## src/rtl/inst_fetch_if.sv

```systemverilog
// Fetch-stage bus: pipeline control, instruction-ROM port and IF/ID outputs.
interface inst_fetch_if;
  localparam int unsigned XLEN = 32;

  logic            stall;
  logic            flush;
  logic [XLEN-1:0] new_pc;
  logic            branch_flag;
  logic [XLEN-1:0] branch_target;
  logic            rom_ce;
  logic [XLEN-1:0] rom_addr;
  logic [XLEN-1:0] rom_data;
  logic [XLEN-1:0] id_pc;
  logic [XLEN-1:0] id_inst;
  logic            id_valid;
  logic            id_adel;
  logic [XLEN-1:0] fetch_cnt;

  // Environment side: pipeline control and ROM model drive the fetch stage.
  modport master (
    output stall, flush, new_pc, branch_flag, branch_target, rom_data,
    input  rom_ce, rom_addr, id_pc, id_inst, id_valid, id_adel, fetch_cnt
  );

  // Fetch stage side.
  modport slave (
    input  stall, flush, new_pc, branch_flag, branch_target, rom_data,
    output rom_ce, rom_addr, id_pc, id_inst, id_valid, id_adel, fetch_cnt
  );
endinterface

```

## src/rtl/inst_fetch.sv

```systemverilog
// Instruction fetch stage: PC register, ROM addressing and the IF/ID register.
module inst_fetch #(
  parameter logic [31:0] RESET_PC = 32'h0000_0000
) (
  input logic         clk,
  input logic         rst,
  inst_fetch_if.slave bus
);
  localparam int unsigned XLEN = 32;

  logic [XLEN-1:0] r_pc;
  logic            r_ce_q;
  logic [XLEN-1:0] r_id_pc;
  logic [XLEN-1:0] r_id_inst;
  logic            r_id_valid;
  logic            r_id_adel;
  logic [XLEN-1:0] r_fetch_cnt;

  logic            w_misaligned;
  logic            w_fetch_adel;
  logic [XLEN-1:0] w_pc_seq;

  assign w_misaligned = (r_pc[1:0] != 2'b00);
  assign w_fetch_adel = r_ce_q & w_misaligned;
  assign w_pc_seq     = r_pc + XLEN'(4);

  // ROM is addressed straight from the PC; a misaligned PC never enables it.
  assign bus.rom_addr  = r_pc;
  assign bus.rom_ce    = w_misaligned ? 1'b0 : r_ce_q;

  assign bus.id_pc     = r_id_pc;
  assign bus.id_inst   = r_id_inst;
  assign bus.id_valid  = r_id_valid;
  assign bus.id_adel   = r_id_adel;
  assign bus.fetch_cnt = r_fetch_cnt;

  // PC and fetch enable: flush > stall > branch > sequential, frozen while enable is low.
  always_ff @(posedge clk) begin
    if (rst) begin
      r_pc   <= RESET_PC;
      r_ce_q <= 1'b0;
    end else begin
      r_ce_q <= 1'b1;
      if (r_ce_q) begin
        if (bus.flush) begin
          r_pc <= bus.new_pc;
        end else if (bus.stall) begin
          r_pc <= r_pc;
        end else if (bus.branch_flag) begin
          r_pc <= bus.branch_target;
        end else begin
          r_pc <= w_pc_seq;
        end
      end
    end
  end

  // IF/ID register: flush bubbles, stall holds, otherwise capture (branch keeps the delay slot).
  always_ff @(posedge clk) begin
    if (rst) begin
      r_id_pc     <= '0;
      r_id_inst   <= '0;
      r_id_valid  <= 1'b0;
      r_id_adel   <= 1'b0;
      r_fetch_cnt <= '0;
    end else if (bus.flush) begin
      r_id_pc    <= '0;
      r_id_inst  <= '0;
      r_id_valid <= 1'b0;
      r_id_adel  <= 1'b0;
    end else if (!bus.stall) begin
      r_id_pc    <= r_pc;
      r_id_inst  <= w_fetch_adel ? '0 : bus.rom_data;
      r_id_valid <= r_ce_q;
      r_id_adel  <= w_fetch_adel;
      if (r_ce_q) begin
        r_fetch_cnt <= r_fetch_cnt + XLEN'(1);
      end
    end
  end
endmodule

```

## src/flat_wrapper.sv

```systemverilog
// flat-port wrapper written by rule: the top's interface ports become plain ports
module inst_fetch_flat 
#(
  parameter logic [31:0] RESET_PC = 32'h0000_0000
)
  (clk, rst, bus_stall, bus_flush, bus_new_pc, bus_branch_flag, bus_branch_target, bus_rom_data, bus_rom_ce, bus_rom_addr, bus_id_pc, bus_id_inst, bus_id_valid, bus_id_adel, bus_fetch_cnt);
  inst_fetch_if bus_i ();
  input logic clk;
  input logic rst;
  input wire logic [$bits(bus_i.stall)-1:0] bus_stall;
  input wire logic [$bits(bus_i.flush)-1:0] bus_flush;
  input wire logic [$bits(bus_i.new_pc)-1:0] bus_new_pc;
  input wire logic [$bits(bus_i.branch_flag)-1:0] bus_branch_flag;
  input wire logic [$bits(bus_i.branch_target)-1:0] bus_branch_target;
  input wire logic [$bits(bus_i.rom_data)-1:0] bus_rom_data;
  output wire logic [$bits(bus_i.rom_ce)-1:0] bus_rom_ce;
  output wire logic [$bits(bus_i.rom_addr)-1:0] bus_rom_addr;
  output wire logic [$bits(bus_i.id_pc)-1:0] bus_id_pc;
  output wire logic [$bits(bus_i.id_inst)-1:0] bus_id_inst;
  output wire logic [$bits(bus_i.id_valid)-1:0] bus_id_valid;
  output wire logic [$bits(bus_i.id_adel)-1:0] bus_id_adel;
  output wire logic [$bits(bus_i.fetch_cnt)-1:0] bus_fetch_cnt;
  assign bus_i.stall = bus_stall;
  assign bus_i.flush = bus_flush;
  assign bus_i.new_pc = bus_new_pc;
  assign bus_i.branch_flag = bus_branch_flag;
  assign bus_i.branch_target = bus_branch_target;
  assign bus_i.rom_data = bus_rom_data;
  assign bus_rom_ce = bus_i.rom_ce;
  assign bus_rom_addr = bus_i.rom_addr;
  assign bus_id_pc = bus_i.id_pc;
  assign bus_id_inst = bus_i.id_inst;
  assign bus_id_valid = bus_i.id_valid;
  assign bus_id_adel = bus_i.id_adel;
  assign bus_fetch_cnt = bus_i.fetch_cnt;
  inst_fetch #(.RESET_PC(RESET_PC)) u_core (.clk(clk), .rst(rst), .bus(bus_i));
endmodule
```

## config.mk

```make
export PLATFORM = sky130hd
export DESIGN_NAME = inst_fetch_flat
export DESIGN_NICKNAME = d
export VERILOG_FILES = /design/src/rtl/inst_fetch_if.sv /design/src/rtl/inst_fetch.sv /design/src/flat_wrapper.sv
export SDC_FILE = /design/constraint.sdc
export NUM_CORES = 1
export LEC_CHECK = 0
export CORE_MARGIN = 5
export CORE_UTILIZATION = 44
export DETAILED_ROUTE_END_ITERATION = 8
export PLACE_DENSITY = 0.8
export SKIP_LAST_GASP = 1
export SLEW_MARGIN = 20
export SYNTH_ARGS = -nofsm -noshare
export SYNTH_HDL_FRONTEND = slang
export SYNTH_SLANG_ARGS = --single-unit
```

## constraint.sdc

```tcl
create_clock -name clk -period 2.06 [get_ports clk]
set_input_delay 0.309 -clock clk [delete_from_list [all_inputs] [get_ports clk]]
set_output_delay 0.309 -clock clk [all_outputs]
set_load 0.005 [all_outputs]
```

* Yosys cells after proc, flatten, opt, wreduce, memory -nomap -nowiden
Index checks and enable logic that the tools add are counted.
** Word-level totals
- Output and inout port bits :: 131
- Bits in registers :: 131
** Operators by class
- Add/subtract/negate cells :: 2
- Reductions and logical operators :: 4
- Muxes and demuxes :: 6
- Bitwise operators :: 3
- Eq/ne operators :: 1
** Operator list (number)
- two-way mux 32 bit :: 4
- adder 32 x 1 -> 32 bit, second input constant :: 1
- adder 32 x 3 -> 32 bit, second input constant :: 1
- AND reduction 3 bit :: 1
- two-way mux 1 bit :: 2
- != test 2 x 1 -> 1 bit, second input constant :: 1
- NOT 1 bit :: 2
- AND reduction 2 bit :: 1
- nonzero test 2 bit :: 1
- OR reduction 2 bit :: 1
- bitwise AND 1 bit :: 1

* Depth between registers and ports, before layout
Gate-level depths: netlist (run 1).
- Depth in word-level cells :: 4
- Mapped depth :: 8
- Depth with buffers taken out :: 6

* Worst setup path after synthesis (run 1)
Ideal clock, no wire load.
- Path type :: reg2reg
- Start :: register u_core.r_pc[2], in the netlist u_core.bus.rom_addr[2]
- End :: register u_core.r_pc[22], in the netlist u_core.bus.rom_addr[22]
- Slack :: 0.171 ns
- Cell stages (with the launch flop) :: 7
- Arrival time :: 1.814 ns
- Buffers on the path :: 0
- Cells stage by stage :: dfxtp_1 -> ha_1 -> nand3_1 -> nor4_4 -> nand2_1 -> or4_1 -> a31oi_1
** On the way
- Cells in the longest elaborated chain, start to end :: 4
** Ends and longest elaborated chain
- start: declaration :: RTL line inst_fetch.sv:11 : logic [XLEN-1:0] r_pc;
- start signal: assignment :: RTL line inst_fetch.sv:46 : r_pc <= bus.new_pc;
- start signal: assignment :: RTL line inst_fetch.sv:48 : r_pc <= r_pc;
- start signal: assignment :: RTL line inst_fetch.sv:50 : r_pc <= bus.branch_target;
- adder 32 x 3 -> 32 bit :: RTL line inst_fetch.sv:25 : assign w_pc_seq = r_pc + XLEN'(4);
- two-way mux 32 bit :: RTL line inst_fetch.sv:49 : end else if (bus.branch_flag) begin
- two-way mux 32 bit :: RTL line inst_fetch.sv:47 : end else if (bus.stall) begin
- two-way mux 32 bit :: RTL line inst_fetch.sv:45 : if (bus.flush) begin
No other way between the ends. The select of a mux whose other input is x is not followed.
A chain may end at the register's enable or synchronous reset.

* Worst setup path after layout (run 1)
- Start :: register u_core.r_pc[13], in the netlist u_core.bus.rom_addr[13]
- End :: register u_core.r_pc[21], in the netlist u_core.bus.rom_addr[21]
Same word-level chain as after synthesis.

==> results of run 1 <==
cells in the mapped netlist, types with 8 or more instances:
cell	n	area share, %
mux2i_1	39	6.5
o21ai_0	28	2.3
inv_1	13	0.81
nand3_1	31	2.6
a22oi_1	38	4.7
or3_1	9	0.94
buf_1	11	0.69
xor2_1	23	3.3
nand4_1	19	2.0
xnor2_1	11	1.6
nand2_1	46	2.9
dfxtp_1	131	44
nor3_1	9	0.75
a22o_1	8	1.2
and3_1	12	1.2
clkbuf_1	34	2.1
nor2_1	111	6.9
a21oi_1	37	3.1
per-layer routing:
| metal | up-vias | wire, um | part of all wire, % |
|---|---|---|---|
| li1 | 3063 | - | - |
| met1 | 2925 | 8470 | 42 |
| met3 | 53 | 1770 | 8.7 |
| met2 | 289 | 9470 | 47 |
| met5 | - | 13 | 0.064 |
| met4 | 2 | 584 | 2.9 |
layout make-up:
class | instances | area (um^2) | area share, %
clock buffer | 18 | 439 | 4.61
clock inverter | 14 | 178 | 1.87
inverter | 14 | 52.6 | 0.552
multi-input combinational | 507 | 3160 | 33.2
sequential | 131 | 2620 | 27.5
tap | 176 | 220 | 2.31
timing repair buffer | 301 | 2840 | 29.9
cells by family after synthesis:
group / share of synthesized area, %
AO/OA/AOI/OAI: 18.6
XOR/XNOR: 4.95
adder cells (fa/ha/maj): 0.416
buffers and inverters: 4.10
flip-flops: 43.6
multiplexers: 6.49
AND/OR/NAND/NOR: 21.8
worst paths after layout:
check	endpoint	slack, ns	cells after the start	from
setup reg to reg	u_core.bus.rom_addr[21]	0.06	6	u_core.bus.rom_addr[13]
setup / recovery	u_core.bus.rom_addr[21]	0.06	6	u_core.bus.rom_addr[13]
hold / removal	u_core.bus.id_adel	0.29	4	bus_stall
hold reg to reg	u_core.bus.id_pc[21]	0.49	2	u_core.bus.id_pc[21]
what timing repair did:
item / CTS / global route
gates cloned: 0 / 0
resized for setup: 1 / 0
buffers inserted: 0 / 1
pin swaps: 0 / 1
setup endpoints to repair: 4 / 7
where the power goes:
| part | internal [mW] | total, mW | switching (mW) |
|---|---|---|---|
| logic | 0.524 | 0.934 | 0.410 |
| clock network | 1.94 | 3.14 | 1.19 |
| registers | 2.61 | 2.69 | 0.0726 |
cells in the final DEF, fill, tap and decap left out, types with 6 or more instances in the layout:
cell type,n
nand3_1,30
nand4_1,19
a21oi_1,37
nand2b_1,6
o211ai_1,7
and3_1,12
clkbuf_16,17
inv_1,13
nor3_1,9
nor2_1,110
or3_1,9
clkdlybuf4s50_1,229
xor2_1,23
dfxtp_1,131
mux2i_1,39
xnor2_1,11
o21ai_0,27
nand2_1,45
buf_4,70
a31oi_1,7
a22oi_1,38
a22o_1,8
worst max-delay path, stage by stage, from the launching register on:
cell	delay [ns]
dfxtp_1	0.46
nand2_1	0.13
or3_1	0.44
nor4_1	0.39
buf_4	0.19
mux2i_1	0.18
o22ai_1	0.09
flip-flops by register name (all words and copies together) (netlist names):
signal                count
u_core.bus.id_valid       1
u_core.bus.fetch_cnt     32
u_core.r_ce_q             1
u_core.bus.id_pc         32
u_core.bus.id_adel        1
u_core.bus.id_inst       32
u_core.bus.rom_addr      32
metrics by stage:
step                      utilization (%)  setup slack (ns)  total power, mW
final                                71.3            0.0609             6.76
after global routing                 71.3           -0.0240             7.02
after CTS                            71.2            0.0104             6.80
after detailed placement             66.6            -0.312             3.66
after global placement               66.6            -0.201             3.66
after floorplan                         -             0.171             3.11
==> flow_summary_export.csv, run 1 <==
group,metric,value,unit
drt,vias,6332,
finish,num-nets-final,1075,
global_routing,antenna_found_initial,1,
drt,first_iter_violations,540,
finish,design_area,9520,um^2
synth,synth_area_per_cell,8.57,um^2
synth,yosys_warnings,0,
floorplanning,row_count,42,
sta,setup_tns,0,ns
synth,synth_cell_type_count,58,
worst_setup_path,crit_fanout,6,
sta,hold_viol,0,
sta,setup_viol,0,
global_routing,grt_pass1_wl,32200,um
clock_network,insertion_delay,0.42,ns
placed_design,gp_congestion,0.894,
floorplanning,core_area,13300,um^2
job,maxCapViolations,0,
clock_network,holdBufCountCts,0,
clock_network,cts_num_sinks,131,
sta,slew_violations,0,
synth,netlist_area,6010,um^2
clock_network,path_clk_slew,0.06,ns
synth,ys_ff_latch,131,
placed_design,dp_hpwl,14800,um
floorplanning,die_w,127,um
pwr,p_leak,3.64,nW
floorplanning,die_area,16100,um^2
drt,via_per_inst,5.45,
synth,synth_edf_count,0,
worst_setup_path,cp.arrival,2.30,ns
synth,ys.flop_type,"dfxtp_1",
placed_design,port_buffers,231,
placed_design,placed_cell_area,8890,um^2
floorplanning,start_util,45.1,%
drt,routed_wl,20300,um
synth,synthCells,702,
sta,worstMarginPinSlew,0.714,ns
pwr,ir_drop,0.503,mV
placed_design,dpl.cell_count,1128,
floorplanning,io_pins,232,
floorplanning,fp.dieH,127,um
hold_path,hp-class,"in -> reg",
global_routing,grt_max_degree,46,
status,status,"complete, no violations",
synth,yosysSeqAreaShare,43.6,%
finish,area.growth.synth_to_final,58.3,%
clock_network,cts_tree,"built",
sta,holdWs,0.289,ns
global_routing,use_met2,40.4,%
synth,async_flop_share,0,%
drt,wire_per_inst,17.5,um
clock_network,htreeDepth,4,
worst_setup_path,critical_path_class,"reg -> reg",
drt,first_pass_iters,5,
drt,drc,0,
global_routing,grt-busiest-layer,"met2",
pwr,p_per_area,710,nW/um^2
global_routing,grt_overflow,0,
worst_setup_path,start_kind,"register",
finish,diodes,0,
clock_network,numCtsBuffers,17,
sta,max-slew-margin-rel,52.2,%
global_routing,grt_pass1_vias,6258,
sta,skew,0.00820,ns
global_routing,grt_util_all_layers,24.8,%
worst_setup_path,critPathRequiredTime,2.36,ns
worst_setup_path,cp-end-kind,"register",
synth,synth_nets,805,
sta,fmax,500,MHz
finish,nFillCells,1055,
finish,post_route_cells_drive_above_1_share,12.2,%
sta,finalCriticalPeriod,2.00,ns
finish,stdcell_count,1161,
global_routing,met3_usage,7.78,%
sta,timing.final.crit_share,97.0,%
clock_network,root_buffer,"clkbuf_16",
global_routing,met1_usage,30.8,%
clock_network,ctsLongestPathBuffers,2,
drt,ant_nets,0,
No activity file was read; power rests on OpenSTA's default activity.
==> run 2: changes to the inputs <==
GPL_ROUTABILITY_DRIVEN = 0   (was unset)
==> results of run 2 <==
Same layout as run 1: the final DEF is identical, and so are final timing and power.
==> run 3: changes to the inputs <==
--- a/config.mk
+++ b/config.mk
@@ -9,2 +9,3 @@
 export CORE_UTILIZATION = 44
+export CTS_CLUSTER_DIAMETER = 50
 export DETAILED_ROUTE_END_ITERATION = 8
==> constraint.sdc (replaced) <==
create_clock -name clk -period 2.06 [get_ports clk]
set_input_delay 0.206 -clock clk [delete_from_list [all_inputs] [get_ports clk]]
set_output_delay 0.206 -clock clk [all_outputs]
set_load 0.005 [all_outputs]
==> flow_summary_export.csv, run 3 (same netlist as run 1, synthesis figures left out) <==
group,metric,value,unit
drt,via_per_inst,5.58,
drt,wl_met2,9790,um
worst_setup_path,critPathRequiredTime,2.41,ns
floorplanning,io_pins,232,
floorplanning,row_count,42,
floorplanning,die_w,127,um
worst_setup_path,start_kind,"register",
worst_setup_path,cp-end-kind,"register",
pwr,p_leak,3.67,nW
placed_design,dp_hpwl,14800,um
clock_network,numCtsBuffers,17,
sta,timing.final.crit_share,93.3,%
sta,hold_viol,0,
finish,stdcell_count,1158,
sta,setup_viol,0,
global_routing,grt_pass1_wl,32900,um
finish,final_util,71.7,%
finish,post_route_cells_drive_above_1_share,11.8,%
finish,layout_commonest_cell,"clkdlybuf4s50_1",
sta,slew_violations,0,
worst_setup_path,r2r_setup_slack,0.14,ns
clock_network,insertion_delay,0.42,ns
drt,ant_nets,0,
global_routing,grt_util_all_layers,25.1,%
clock_network,ctsLongestPathBuffers,2,
drt,routed_wl,20500,um
drt,drc,0,
placed_design,port_buffers,231,
sta,fmax,520,MHz
sta,rsz0062_at_grt,"no",
worst_setup_path,critical_path_class,"reg -> reg",
pwr,ir_drop,0.547,mV
clock_network,htreeDepth,4,
clock_network,cts_num_sinks,131,
floorplanning,core_area,13300,um^2
drt,wire_per_inst,17.7,um
finish,diodes,0,
drt,vias,6460,
drt,wl_met3,1900,um
job,maxCapViolations,0,
placed_design,dpl.cell_count,1125,
sta,holdWs,0.181,ns
drt,first_pass_iters,5,
pwr,p_per_area,742,nW/um^2
finish,final_cell_mix,"clkdlybuf4s50_1 (229), dfxtp_1 (131), nor2_1 (110)",
clock_network,cts_tree,"built",
worst_setup_path,crit_fanout,6,
floorplanning,start_util,45.1,%
clock_network,path_clk_slew,0.06,ns
sta,worstMarginPinSlew,1.08,ns
pwr,total_power,7.10,mW
drt,highest_layer,"met4",
sta,skew,0.00820,ns
floorplanning,fp.dieH,127,um
status,status,"complete, no violations",
global_routing,grt_pass1_vias,6378,
finish,area.growth.synth_to_final,59.1,%
drt,wl_met1,8350,um
clock_network,holdBufCountCts,0,
sta,max-slew-margin-rel,27.6,%
sta,finalCriticalPeriod,1.92,ns
global_routing,grt_overflow,0,
drt,first_iter_violations,480,
floorplanning,die_area,16100,um^2
clock_network,root_buffer,"clkbuf_16",
global_routing,grt_max_degree,51,
worst_setup_path,cp.arrival,2.27,ns
global_routing,antenna_found_initial,0,
hold_path,hp-class,"in -> reg",
finish,num-nets-final,1072,
run 3: cell types whose count changed in the layout (fill, tap and decap cells not counted), sizes merged:
cell      before  now
clkbuf        18   17
clkinv         6    8
buf           72   69
clkinvlp       4    0
bufinv         3    6
run 3: area by class of cell:
type,instances,area (um^2)
Fill cell,1028,3780
Multi-Input combinational cell,507,3160
Timing Repair Buffer,298,2830
Sequential cell,131,2620
Clock buffer,17,425
Clock inverter,15,254
Tap cell,176,220
Inverter,14,52.6
run 3: worst paths after layout:
path / from / end / depth (start not counted)
worst max-delay path: u_core.bus.rom_addr[10] / u_core.bus.rom_addr[26] / 6
worst min-delay path: rst / u_core.bus.rom_addr[2] / 2
worst max register to register: u_core.bus.rom_addr[10] / u_core.bus.rom_addr[26] / 6
worst min register to register: u_core.bus.id_adel / u_core.bus.id_adel / 2
run 3: stage by stage:
step / area [um^2] / setup WS (ns) / TNS (ns)
floorplan: 6010 / 0.171 / 0
global placement: 8880 / -0.134 / -1.21
detailed placement: 8880 / -0.169 / -2.58
CTS: 9560 / 0.0675 / 0
global route: 9570 / 0.00990 / 0
finish: 9570 / 0.138 / 0
run 3: critical path, cell delays in order, from the launching register on:
cell     delay, ns
dfxtp_1       0.47
nand2_1       0.21
nor4_4        0.29
buf_4         0.18
nand3_2       0.16
o41a_1        0.42
o22ai_1       0.11
run 3: metal layers:
metal	GRT usage, %	up-vias
met5	0	-
met4	9.27	0
met3	8.11	42
met2	41.5	326
met1	30.5	3017
li1	-	3075
run 3: timing repair:
item / 4_1_cts / 5_1_grt
gates resized for setup: 1 / 0
pin swaps: 0 / 1
setup endpoints to repair: 3 / 6
setup buffers: 0 / 1
run 3: power breakdown:
group	internal [mW]	total (mW)	leakage (nW)	switching, mW
logic	0.522	0.935	2.27	0.413
clock network	2.29	3.48	0.333	1.20
registers	2.61	2.68	1.06	0.0683
